--- src/rtl/bitplane_raster_gen_if.sv ---
// Signal bundle between a pixel source (master) and the bitplane raster generator (slave).
interface bitplane_raster_gen_if #(
  parameter int X_WIDTH = 10
);
  logic [3:0]         pc_ena;
  logic [7:0]         ram_byte_in;
  logic [7:0]         ram_byte_h;
  logic [7:0]         bg_colour;
  logic [X_WIDTH-1:0] x_in;
  logic [1:0]         colour_mode_in;
  logic               two_byte_mode;
  logic               frame_tick;

  logic               pixel_out_ena;
  logic [7:0]         pixel_out;
  logic [7:0]         pixel_out_h;
  logic [X_WIDTH-1:0] x_out;
  logic [1:0]         colour_mode_out;
  logic               mode_16bit;

  modport master (
    output pc_ena, ram_byte_in, ram_byte_h, bg_colour, x_in, colour_mode_in,
           two_byte_mode, frame_tick,
    input  pixel_out_ena, pixel_out, pixel_out_h, x_out, colour_mode_out, mode_16bit
  );

  modport slave (
    input  pc_ena, ram_byte_in, ram_byte_h, bg_colour, x_in, colour_mode_in,
           two_byte_mode, frame_tick,
    output pixel_out_ena, pixel_out, pixel_out_h, x_out, colour_mode_out, mode_16bit
  );
endinterface

--- src/rtl/bitplane_raster_gen.sv ---
// Bitplane/text pixel decoder: PIPE_DELAY-strobe latency, advances only on pc_ena==0 strobes (no backpressure).
// Optional attribute blink enabled by defining BITPLANE_RASTER_BLINK_EN.
module bitplane_raster_gen #(
  parameter int PIPE_DELAY = 3,
  parameter int X_WIDTH    = 10
) (
  input  logic                 clk,
  input  logic                 reset,
  bitplane_raster_gen_if.slave bus
);

  typedef struct packed {
    logic [X_WIDTH-1:0] x;
    logic [7:0]         lo;
    logic [7:0]         hi;
    logic [1:0]         mode;
    logic               two;
  } stage_t;

  // The output register is the final stage, so the pipe proper is one shorter.
  localparam int         NSTAGE   = PIPE_DELAY - 1;
  localparam logic [3:0] FILL_MAX = 4'(PIPE_DELAY);

  logic               strobe;
  stage_t             in_s;
  stage_t             stage_q [NSTAGE];
  stage_t             tail;
  logic [2:0]         xs;
  logic               bit_sel;
  logic               fg_shown;
  logic               blink_phase;

  logic [3:0]         fill_q, fill_d;
  logic               ena_q, ena_d;
  logic [7:0]         pix_lo_q, pix_lo_d;
  logic [7:0]         pix_hi_q, pix_hi_d;
  logic               m16_q, m16_d;
  logic [X_WIDTH-1:0] x_q;
  logic [1:0]         mode_q;

  assign strobe   = (bus.pc_ena == 4'd0);
  assign in_s     = {bus.x_in, bus.ram_byte_in, bus.ram_byte_h, bus.colour_mode_in,
                     bus.two_byte_mode};
  assign tail     = stage_q[NSTAGE-1];
  assign xs       = tail.x[2:0];
  assign bit_sel  = tail.lo[3'd7 - xs];
  assign fg_shown = bit_sel & ~(blink_phase & tail.hi[7]);

  assign fill_d = (fill_q == FILL_MAX) ? fill_q : fill_q + 4'd1;
  assign ena_d  = strobe && (fill_d == FILL_MAX);

`ifdef BITPLANE_RASTER_BLINK_EN
  logic [5:0] blink_q, blink_d;

  assign blink_d     = bus.frame_tick ? blink_q + 6'd1 : blink_q;
  assign blink_phase = blink_q[5];

  always_ff @(posedge clk) begin
    if (reset) begin
      blink_q <= '0;
    end else begin
      blink_q <= blink_d;
    end
  end
`else
  logic unused_frame_tick;

  assign unused_frame_tick = bus.frame_tick;
  assign blink_phase       = 1'b0;
`endif

  // Decode always works on the aligned tail stage; only bg_colour is taken live.
  always_comb begin
    pix_lo_d = '0;
    pix_hi_d = '0;
    m16_d    = 1'b0;
    if (!tail.two) begin
      case (tail.mode)
        2'd0: pix_lo_d = {3'b000, bit_sel,
                          bit_sel ? bus.bg_colour[7:4] : bus.bg_colour[3:0]};
        2'd1: begin
          case (xs[2:1])
            2'd0:    pix_lo_d = {6'b0, tail.lo[7:6]};
            2'd1:    pix_lo_d = {6'b0, tail.lo[5:4]};
            2'd2:    pix_lo_d = {6'b0, tail.lo[3:2]};
            default: pix_lo_d = {6'b0, tail.lo[1:0]};
          endcase
        end
        2'd2:    pix_lo_d = {4'b0, xs[2] ? tail.lo[3:0] : tail.lo[7:4]};
        default: pix_lo_d = tail.lo;
      endcase
    end else begin
      case (tail.mode)
        2'd0: begin
          pix_lo_d = tail.lo;
          pix_hi_d = fg_shown ? {4'h0, tail.hi[3:0]} : {5'h00, tail.hi[6:4]};
        end
        2'd3: begin
          pix_lo_d = tail.lo;
          pix_hi_d = tail.hi;
          m16_d    = 1'b1;
        end
        default: pix_lo_d = bus.bg_colour;
      endcase
    end
  end

  always_ff @(posedge clk) begin
    if (reset) begin
      for (int i = 0; i < NSTAGE; i++) begin
        stage_q[i] <= '0;
      end
      fill_q   <= '0;
      ena_q    <= 1'b0;
      pix_lo_q <= '0;
      pix_hi_q <= '0;
      m16_q    <= 1'b0;
      x_q      <= '0;
      mode_q   <= '0;
    end else if (strobe) begin
      stage_q[0] <= in_s;
      for (int i = 1; i < NSTAGE; i++) begin
        stage_q[i] <= stage_q[i-1];
      end
      fill_q   <= fill_d;
      ena_q    <= ena_d;
      pix_lo_q <= pix_lo_d;
      pix_hi_q <= pix_hi_d;
      m16_q    <= m16_d;
      x_q      <= tail.x;
      mode_q   <= tail.mode;
    end else begin
      ena_q <= 1'b0;
    end
  end

  assign bus.pixel_out_ena   = ena_q;
  assign bus.pixel_out       = pix_lo_q;
  assign bus.pixel_out_h     = pix_hi_q;
  assign bus.mode_16bit      = m16_q;
  assign bus.x_out           = x_q;
  assign bus.colour_mode_out = mode_q;

endmodule

--- src/flat_wrapper.sv ---
// flat-port wrapper written by rule: the top's interface ports become plain ports
module bitplane_raster_gen_flat 
#(
  parameter int PIPE_DELAY = 3,
  parameter int X_WIDTH    = 10
)
  (clk, reset, bus_pc_ena, bus_ram_byte_in, bus_ram_byte_h, bus_bg_colour, bus_x_in, bus_colour_mode_in, bus_two_byte_mode, bus_frame_tick, bus_pixel_out_ena, bus_pixel_out, bus_pixel_out_h, bus_x_out, bus_colour_mode_out, bus_mode_16bit);
  bitplane_raster_gen_if #(.X_WIDTH(X_WIDTH)) bus_i ();
  input  logic clk;
  input  logic reset;
  input wire logic [$bits(bus_i.pc_ena)-1:0] bus_pc_ena;
  input wire logic [$bits(bus_i.ram_byte_in)-1:0] bus_ram_byte_in;
  input wire logic [$bits(bus_i.ram_byte_h)-1:0] bus_ram_byte_h;
  input wire logic [$bits(bus_i.bg_colour)-1:0] bus_bg_colour;
  input wire logic [$bits(bus_i.x_in)-1:0] bus_x_in;
  input wire logic [$bits(bus_i.colour_mode_in)-1:0] bus_colour_mode_in;
  input wire logic [$bits(bus_i.two_byte_mode)-1:0] bus_two_byte_mode;
  input wire logic [$bits(bus_i.frame_tick)-1:0] bus_frame_tick;
  output wire logic [$bits(bus_i.pixel_out_ena)-1:0] bus_pixel_out_ena;
  output wire logic [$bits(bus_i.pixel_out)-1:0] bus_pixel_out;
  output wire logic [$bits(bus_i.pixel_out_h)-1:0] bus_pixel_out_h;
  output wire logic [$bits(bus_i.x_out)-1:0] bus_x_out;
  output wire logic [$bits(bus_i.colour_mode_out)-1:0] bus_colour_mode_out;
  output wire logic [$bits(bus_i.mode_16bit)-1:0] bus_mode_16bit;
  assign bus_i.pc_ena = bus_pc_ena;
  assign bus_i.ram_byte_in = bus_ram_byte_in;
  assign bus_i.ram_byte_h = bus_ram_byte_h;
  assign bus_i.bg_colour = bus_bg_colour;
  assign bus_i.x_in = bus_x_in;
  assign bus_i.colour_mode_in = bus_colour_mode_in;
  assign bus_i.two_byte_mode = bus_two_byte_mode;
  assign bus_i.frame_tick = bus_frame_tick;
  assign bus_pixel_out_ena = bus_i.pixel_out_ena;
  assign bus_pixel_out = bus_i.pixel_out;
  assign bus_pixel_out_h = bus_i.pixel_out_h;
  assign bus_x_out = bus_i.x_out;
  assign bus_colour_mode_out = bus_i.colour_mode_out;
  assign bus_mode_16bit = bus_i.mode_16bit;
  bitplane_raster_gen #(.PIPE_DELAY(PIPE_DELAY), .X_WIDTH(X_WIDTH)) u_core (.clk(clk), .reset(reset), .bus(bus_i));
endmodule
--- config.mk ---
export PLATFORM = sky130hd
export DESIGN_NAME = bitplane_raster_gen_flat
export DESIGN_NICKNAME = d
export VERILOG_FILES = /design/src/rtl/bitplane_raster_gen_if.sv /design/src/rtl/bitplane_raster_gen.sv /design/src/flat_wrapper.sv
export SDC_FILE = /design/constraint.sdc
export NUM_CORES = 1
export LEC_CHECK = 0
export CORE_ASPECT_RATIO = 1.75
export CORE_MARGIN = 2
export CORE_UTILIZATION = 35
export DETAILED_ROUTE_END_ITERATION = 6
export SYNTH_ARGS = -nofsm -noshare
export SYNTH_HDL_FRONTEND = slang
export SYNTH_SLANG_ARGS = --single-unit
--- constraint.sdc ---
create_clock -name clk -period 3 [get_ports clk]
set_input_delay 0.3 -clock clk [delete_from_list [all_inputs] [get_ports clk]]
set_output_delay 0.3 -clock clk [all_outputs]
set_load 0.1 [all_outputs]
* Word level (Yosys, flattened, before mapping)
Memory sizes are Yosys's and may differ from the RTL's. Cells that the tools add are included.
Operators by class: equal/unequal tests 7, mux-type cells 21, add/sub/neg operators 2, reductions and logical operators 6, bitwise operators 3, $lt $le $gt $ge 1
Operator list (count):
- $mux W29 | 2
- $mux W8 | 3
- $pmux W8 S3 | 1
- $mux W4 | 4
- $pmux W8 S2 | 1
- $eq A4 B2 Y1 const B | 2
- $mux W1 | 8
- $eq A2 B2 Y1 const B | 3
- $pmux W2 S3 | 1
- $add A4 B1 Y4 const B | 1
- $eq A2 B1 Y1 const B | 2
- $logic_not A2 Y1 | 2
- $logic_not A4 Y1 | 1
- $lt A3 B4 Y1 const B | 1
- $reduce_or A2 Y1 | 2
- $bmux W1 S3 | 1
- $sub A3 B3 Y3 const A | 1
- $or A1 B1 Y1 | 2
- $logic_and A1 B1 Y1 | 1
- $not A1 Y1 | 1
Storage, ports and cells: register bits 34, input bits 44, memories 1, bits in writable memories 58, word-level logic and storage cells 48
Memories:
- u_core.stage_q | depth 2, width 29, rd ports 2, clocked after memory_dff 0, write ports 2, line bitplane_raster_gen.sv:26 | stage_t stage_q [NSTAGE];

* Depth between registers and ports, before layout
Gate-level depths: netlist (run 1). An unclocked memory read counts as a cell.
depth in word-level cells 7, depth in mapped cells 7, gate-level depth less buffers 6

* Worst setup path before layout (run 1)
Ideal clock, no wire load.
kind input-to-reg, start point in bus_pc_ena[1], end point mem u_core.stage_q[0][0] in the netlist's numbering (enable), arrival time 2.136 ns, cell stages on the path 4, setup time 0.412 ns, required time 2.588 ns, path slack 0.451 ns, path through nor4_4 > buf_2 > nor2_1 > inv_1
RTL lines:
- start, declared | line flat_wrapper.sv:11 | input wire logic [$bits(bus_i.pc_ena)-1:0] bus_pc_ena;
- end, declared | line bitplane_raster_gen.sv:26

==> flow_summary.ini, run 1 <==
[critical_path]
criticalPathCategory = flop to flop
setup.worst_path.end_class = flop
cp_num_buf_inv = 1
crit_path_cell_trace = inv_1 -> ha_1 -> mux2_2 -> a221o_1 -> o21ai_1 -> nand3_1
worst_ep_arrival_time_ns = 2.37
worst-r2r-setup-slack_ns = 0.85
crit_path_max_fanout = 10
cp_slowest_stage_delay_ns = 0.57
crit_path_top_delay_cell = sky130_fd_sc_hd__ha_1
crit_required_ns = 3.22
path_delay_family = adder cells
critical_path.startpoint_type = flop

[status]
outcome = finished clean

[power_and_ir_drop]
leakagePower_nw = 1.92
p_seq_share_pct = 50.7
power.clock.fraction_pct = 40.5
power.density_cell_area_nw_per_um2 = 535
power_frac_comb_pct = 8.7
irDropWorstVdd_uv = 323
total_switching_power_mw = 0.632
switching_share_pct = 22.6
cell_internal_pwr_mw = 2.16

[floorplan]
initial_core_util_pct = 35.8
ios = 74
dieArea_um2 = 12800
core_area_um2 = 11600
die_y_um = 148
die_w_um = 86.3
core.rowCount = 52

[logic_synthesis]
synth_enable_flop_cells = 58
yosys_warnings = 0
netlist_instances = 363
postSynth.topFlopCell = sky130_fd_sc_hd__edfxtp_1
synth_sequential_area_ratio_pct = 58.3
asr_flop_ratio_synth_pct = 0
synth_seq_cells = 92
post-synth-top-area-fraction_pct = 42.0
post_synth_instance_area_um2 = 4150
synth_fp_nets = 413
post-synth-top-area-cell = sky130_fd_sc_hd__edfxtp_1
post_synth_num_cell_types = 42
synthesis.area_per_instance_um2 = 11.4
synth_area_leaders = sky130_fd_sc_hd__edfxtp_1 42%, sky130_fd_sc_hd__dfxtp_1 16%, sky130_fd_sc_hd__and2_1 8.7%

[sta]
layout_setup_ws_ns = 0.854
report.final.setup_viol = 0
final.period_utilization_pct = 71.5
tns_ns = 0
max_slew_margin_pct = 35.0
report.final.slew_viol_count = 0
hold_slack_ns = 0.456
worst_tran_pin_value_ns = 0.972
fmax_mhz = 466
grt_setup_unrepaired = false
finClkSkew_ns = 0.00598
hold_violations = 0
final_period_minus_worst_setup_slack_ns = 2.15

[cts]
tritoncts = yes
insertion_delay_ns = 0.34
cts.root.buffer_cell = sky130_fd_sc_hd__clkbuf_16
postCtsSetupRepairBufs = 0
tritoncts.num_buffers = 9
post_cts.resized_instances = 0
bufs_on_longest_clock_path = 2
cts_htree_levels = 3
clock_sink_count = 92
cts_hold_buffers = 0
clkSlewWorstSetupHoldPaths_ns = 0.06

[drt]
first_pass_iters = 4
wl_met3_um = 438
route.met2.wl_mm = 4.26
total_routed_wirelength_mm = 8.21
detail-route-antenna-nets = 0
viasPerCell = 4.98
dr.first_iter.drc_count = 147
met1_layer_wirelength_in_the_final_routing_mm = 3.27
avgRoutedWirePerCell_um = 14.4
route.vias.total = 2841
highest_layer = met4
detail_route.drc_violations = 0

[global_route]
grt_first_pass_wirelength_mm = 13.1
number_of_global_route_vias_before_repair = 2769
globalRoute.totalOverflow = 0
grt_max_degree = 59
grt_antenna_before_repair = 0
grt_usage_pct = 13.0

[placed_design]
instance_count_after_placement_with_tap_cells_included = 554
port_buffers = 72
post-place-ws_ns = 0.579
detailedPlacementHpwl_mm = 5.91
dpl-instance-area_um2 = 4920
gp_congestion = 0.854

[cells_and_area]
layout-drive-gt1-share_pct = 15.2
final_net_count = 480
post-route-cell-area_um2 = 5230
flow.area_growth_from_synthesis_pct = 26.0
layout.cells.non_filler = 570
num_antenna_cells = 0
nFillCells = 1145
mostFrequentLayoutCells = 58 x sky130_fd_sc_hd__and2_1, 58 x sky130_fd_sc_hd__edfxtp_1, 48 x sky130_fd_sc_hd__clkdlybuf4s50_1

[run]
maxCapViolCount = 0

[hold_path]
holdCritPathClass = flop to flop
==> kinds of logic (layout without fill, tap and decap cells) <==
kind of cell | Yosys count | count (layout) | synth area share (%)
and+or+nand+nor | 153 | 153 | 20.9
DFF | 92 | 92 | 58.3
AOI/OAI and AO/OA | 53 | 53 | 8.41
buffers and inverters | 35 | 107 | 3.77
muxes | 21 | 21 | 6.18
adders and majority gates | 6 | 6 | 1.81
xor gates and xnor gates | 3 | 3 | 0.633
==> final timing paths <==
path,from,end,depth (start not counted)
worst min-delay path,u_core.bus.pixel_out_h[7]$_SDFFE_PP0N_,u_core.bus.pixel_out_h[7]$_SDFFE_PP0N_,2
worst min register to register,u_core.bus.pixel_out_h[7]$_SDFFE_PP0N_,u_core.bus.pixel_out_h[7]$_SDFFE_PP0N_,2
worst max-delay path,u_core.stage_q[0][30]$_SDFFCE_PN0P_,u_core.bus.pixel_out[3]$_SDFFE_PP0N_,6
worst max register to register,u_core.stage_q[0][30]$_SDFFCE_PN0P_,u_core.bus.pixel_out[3]$_SDFFE_PP0N_,6
==> per-layer routing <==
layer	vias to the layer above	GRT usage [%]
met2	77	23.2
met3	15	2.89
met5	-	0
met4	0	6.88
li1	1440	-
met1	1309	14.0
==> through the flow <==
step / util, % / power [mW]
2_1_floorplan: - / 1.59
6_report: 45.2 / 2.80
3_5_place_dp: 42.5 / 1.69
5_1_grt: 45.2 / 2.90
3_3_place_gp: 42.5 / 1.69
4_1_cts: 45.2 / 2.83
==> power groups by stage <==
| stage | logic, mW | registers (mW) | clock network (mW) |
|---|---|---|---|
| after floorplan | 0.102 | 1.49 | 0 |
| after global placement | 0.244 | 1.45 | 0 |
| after detailed placement | 0.246 | 1.45 | 0 |
| after CTS | 0.246 | 1.42 | 1.17 |
| after global routing | 0.261 | 1.42 | 1.21 |
| final | 0.245 | 1.42 | 1.13 |
==> cell type report <==
class	instances	area, um2	share of cell area (%)
timing repair buffer	79	713	13.6
clock buffer	13	283	5.41
sequential	92	2420	46.3
tap	135	169	3.23
inverter	12	45.0	0.861
multi-input combinational	236	1570	30.1
clock inverter	3	25.0	0.478
==> tightest hold or removal path, delay by kind of cell, from the launching register on <==
| family | cells | cell delay [ns] |
|---|---|---|
| simple gates | 1 | 0.05 |
| flops | 1 | 0.31 |
| compound gates | 1 | 0.05 |
==> sequential cells by signal, summed over array words and instances, names as in the netlist <==
signal,cells
u_core.bus.pixel_out_ena,1
u_core.bus.pixel_out_h,8
u_core.bus.pixel_out,8
u_core.bus.colour_mode_out,2
u_core.stage_q,58
u_core.bus.mode_16bit,1
u_core.fill_q,4
u_core.bus.x_out,10
==> cells in the mapped netlist, drive strengths merged, types with 2 or more instances <==
| cell | instances |
|---|---|
| nor2 | 11 |
| a32oi | 3 |
| nand2 | 37 |
| mux2 | 7 |
| a21oi | 28 |
| nor4b | 2 |
| inv | 11 |
| ha | 6 |
| or3b | 2 |
| nand4b | 2 |
| nor3 | 2 |
| a311oi | 4 |
| edfxtp | 58 |
| nand4 | 19 |
| nand2b | 7 |
| xor2 | 3 |
| mux2i | 12 |
| a211oi | 2 |
| and2 | 58 |
| clkbuf | 13 |
| buf | 10 |
| a21o | 2 |
| mux4 | 2 |
| nand3 | 9 |
| o211ai | 2 |
| a221o | 2 |
| dfxtp | 34 |
| o21ai | 6 |
| a31oi | 2 |
(Power assumes the default switching activity.)
==> inputs of run 2 (changes only) <==
Clock period 3 ns to 2.1 ns, I/O delays scaled along.
==> flow_summary.ini, run 2 (synthesis gave the netlist of run 1 again) <==
[global_route]
grt_antenna_before_repair = 0
globalRoute.totalOverflow = 0
grt_first_pass_wirelength_mm = 13.4
number_of_global_route_vias_before_repair = 2897
grt_usage_pct = 13.5
grt_max_degree = 47

[sta]
report.final.setup_viol = 0
fmax_mhz = 499
worst_tran_pin_value_ns = 0.504
grt_setup_unrepaired = false
hold_slack_ns = 0.457
final.period_utilization_pct = 95.3
report.final.slew_viol_count = 0
max_slew_margin_pct = 66.3
finClkSkew_ns = 0.00829
final_period_minus_worst_setup_slack_ns = 2.00
hold_violations = 0
tns_ns = 0

[cts]
tritoncts.num_buffers = 9
bufs_on_longest_clock_path = 2
clkSlewWorstSetupHoldPaths_ns = 0.06
cts.root.buffer_cell = sky130_fd_sc_hd__clkbuf_16
tritoncts = yes
cts_htree_levels = 3
insertion_delay_ns = 0.34
cts_hold_buffers = 0
clock_sink_count = 92

[floorplan]
initial_core_util_pct = 35.8
die_w_um = 86.3
die_y_um = 148
core.rowCount = 52
core_area_um2 = 11600
ios = 74
dieArea_um2 = 12800

[cells_and_area]
num_antenna_cells = 0
largest_register_ffs = 58
postLayoutCoreUtil_pct = 46.3
flow.area_growth_from_synthesis_pct = 29.3
layout-drive-gt1-share_pct = 19.2
top_register = u_core.stage_q
layout.cells.non_filler = 582
mostFrequentLayoutCells = 58 x sky130_fd_sc_hd__and2_1, 58 x sky130_fd_sc_hd__edfxtp_1, 47 x sky130_fd_sc_hd__buf_4
final_net_count = 492

[critical_path]
crit_path_cell_trace = inv_1 -> ha_1 -> or3b_2 -> nor2_1 -> a32oi_1 -> nand3_1
crit_path_max_fanout = 5
worst_ep_arrival_time_ns = 2.28
criticalPathCategory = flop to flop
cp_slowest_stage_delay_ns = 0.55
critical_path.startpoint_type = flop
crit_required_ns = 2.38
crit_path_top_delay_cell = sky130_fd_sc_hd__or3b_2
cp_num_buf_inv = 1
setup.worst_path.end_class = flop
path_delay_family = simple AND/OR/NAND/NOR gates

[drt]
first_pass_iters = 4
detail_route.drc_violations = 0
route.vias.total = 2919
dr.first_iter.drc_count = 95
avgRoutedWirePerCell_um = 14.4
viasPerCell = 5.02
detail-route-antenna-nets = 0
total_routed_wirelength_mm = 8.38

[run]
maxCapViolCount = 0

[power_and_ir_drop]
power.density_cell_area_nw_per_um2 = 775
leakagePower_nw = 2.02
irDropWorstVdd_uv = 486
power_mw = 4.16

[status]
outcome = finished clean

[hold_path]
holdCritPathClass = flop to flop

[placed_design]
port_buffers = 72
instance_count_after_placement_with_tap_cells_included = 565
gp_congestion = 0.868
detailedPlacementHpwl_mm = 6.18
## run 2: cell types whose count changed in the layout (fill, tap and decap cells not counted), sizes merged
| cell | delta |
|---|---|
| inv | -2 |
| buf | +18 |
| bufinv | +2 |
| clkdlybuf4s50 | -6 |
| clkbuf | -2 |
| clkinv | +2 |
## run 2: cell type report
class	count	area (um2)
fillers	1108	6210
flip-flops and latches	92	2420
multi-input cells	236	1580
repair buffers	91	813
clock buffers	11	254
well taps	135	169
clock inverters	5	82.6
inverters	12	48.8
## run 2: final timing paths
kind	to	slack (ns)	from	cells past startpoint
min reg2reg	u_core.bus.pixel_out_h[5]$_SDFFE_PP0N_	0.46	u_core.bus.pixel_out_h[5]$_SDFFE_PP0N_	2
max	u_core.bus.pixel_out_h[2]$_SDFFE_PP0N_	0.1	u_core.stage_q[0][31]$_SDFFCE_PN0P_	6
min	u_core.bus.pixel_out_h[5]$_SDFFE_PP0N_	0.46	u_core.bus.pixel_out_h[5]$_SDFFE_PP0N_	2
max reg2reg	u_core.bus.pixel_out_h[2]$_SDFFE_PP0N_	0.1	u_core.stage_q[0][31]$_SDFFCE_PN0P_	6
## run 2: worst min-delay path, cell delays in order (launching register included)
cell and delay [ns]:
sky130_fd_sc_hd__dfxtp_1 0.31, sky130_fd_sc_hd__nand2_1 0.05, sky130_fd_sc_hd__a21oi_1 0.05
## run 2: timing repair
| item | in CTS | in global routing |
|---|---|---|
| hold endpoints to repair | 0 | 0 |
| gates resized for setup | 0 | 1 |
| buffers inserted | 0 | 1 |
| endpoints found under the setup margin | 0 | 2 |
## run 2: report_power, final
group          internal (mW)  leakage, nW  switching [mW]
logic                  0.159        0.984           0.210
registers               1.99        0.867          0.0368
clock network           1.12        0.165           0.644
total                   3.27         2.02           0.891
## run 2: metrics by stage
stage / setup WS, ns / cell area, um2
2_1_floorplan: 0.0795 / 4160
3_3_place_gp: 0.0420 / 5020
3_5_place_dp: -0.00714 / 5020
4_1_cts: 0.0784 / 5360
5_1_grt: 0.000494 / 5370
6_report: 0.0978 / 5370
## run 2: routing by layer
| layer | track usage [%] | routed length [um] | up-vias |
|---|---|---|---|
| met1 | 14.1 | 3150 | 1359 |
| met5 | 0 | 0 | - |
| li1 | - | - | 1459 |
| met3 | 4.11 | 467 | 16 |
| met2 | 23.8 | 4560 | 85 |
| met4 | 7.34 | 208 | 0 |
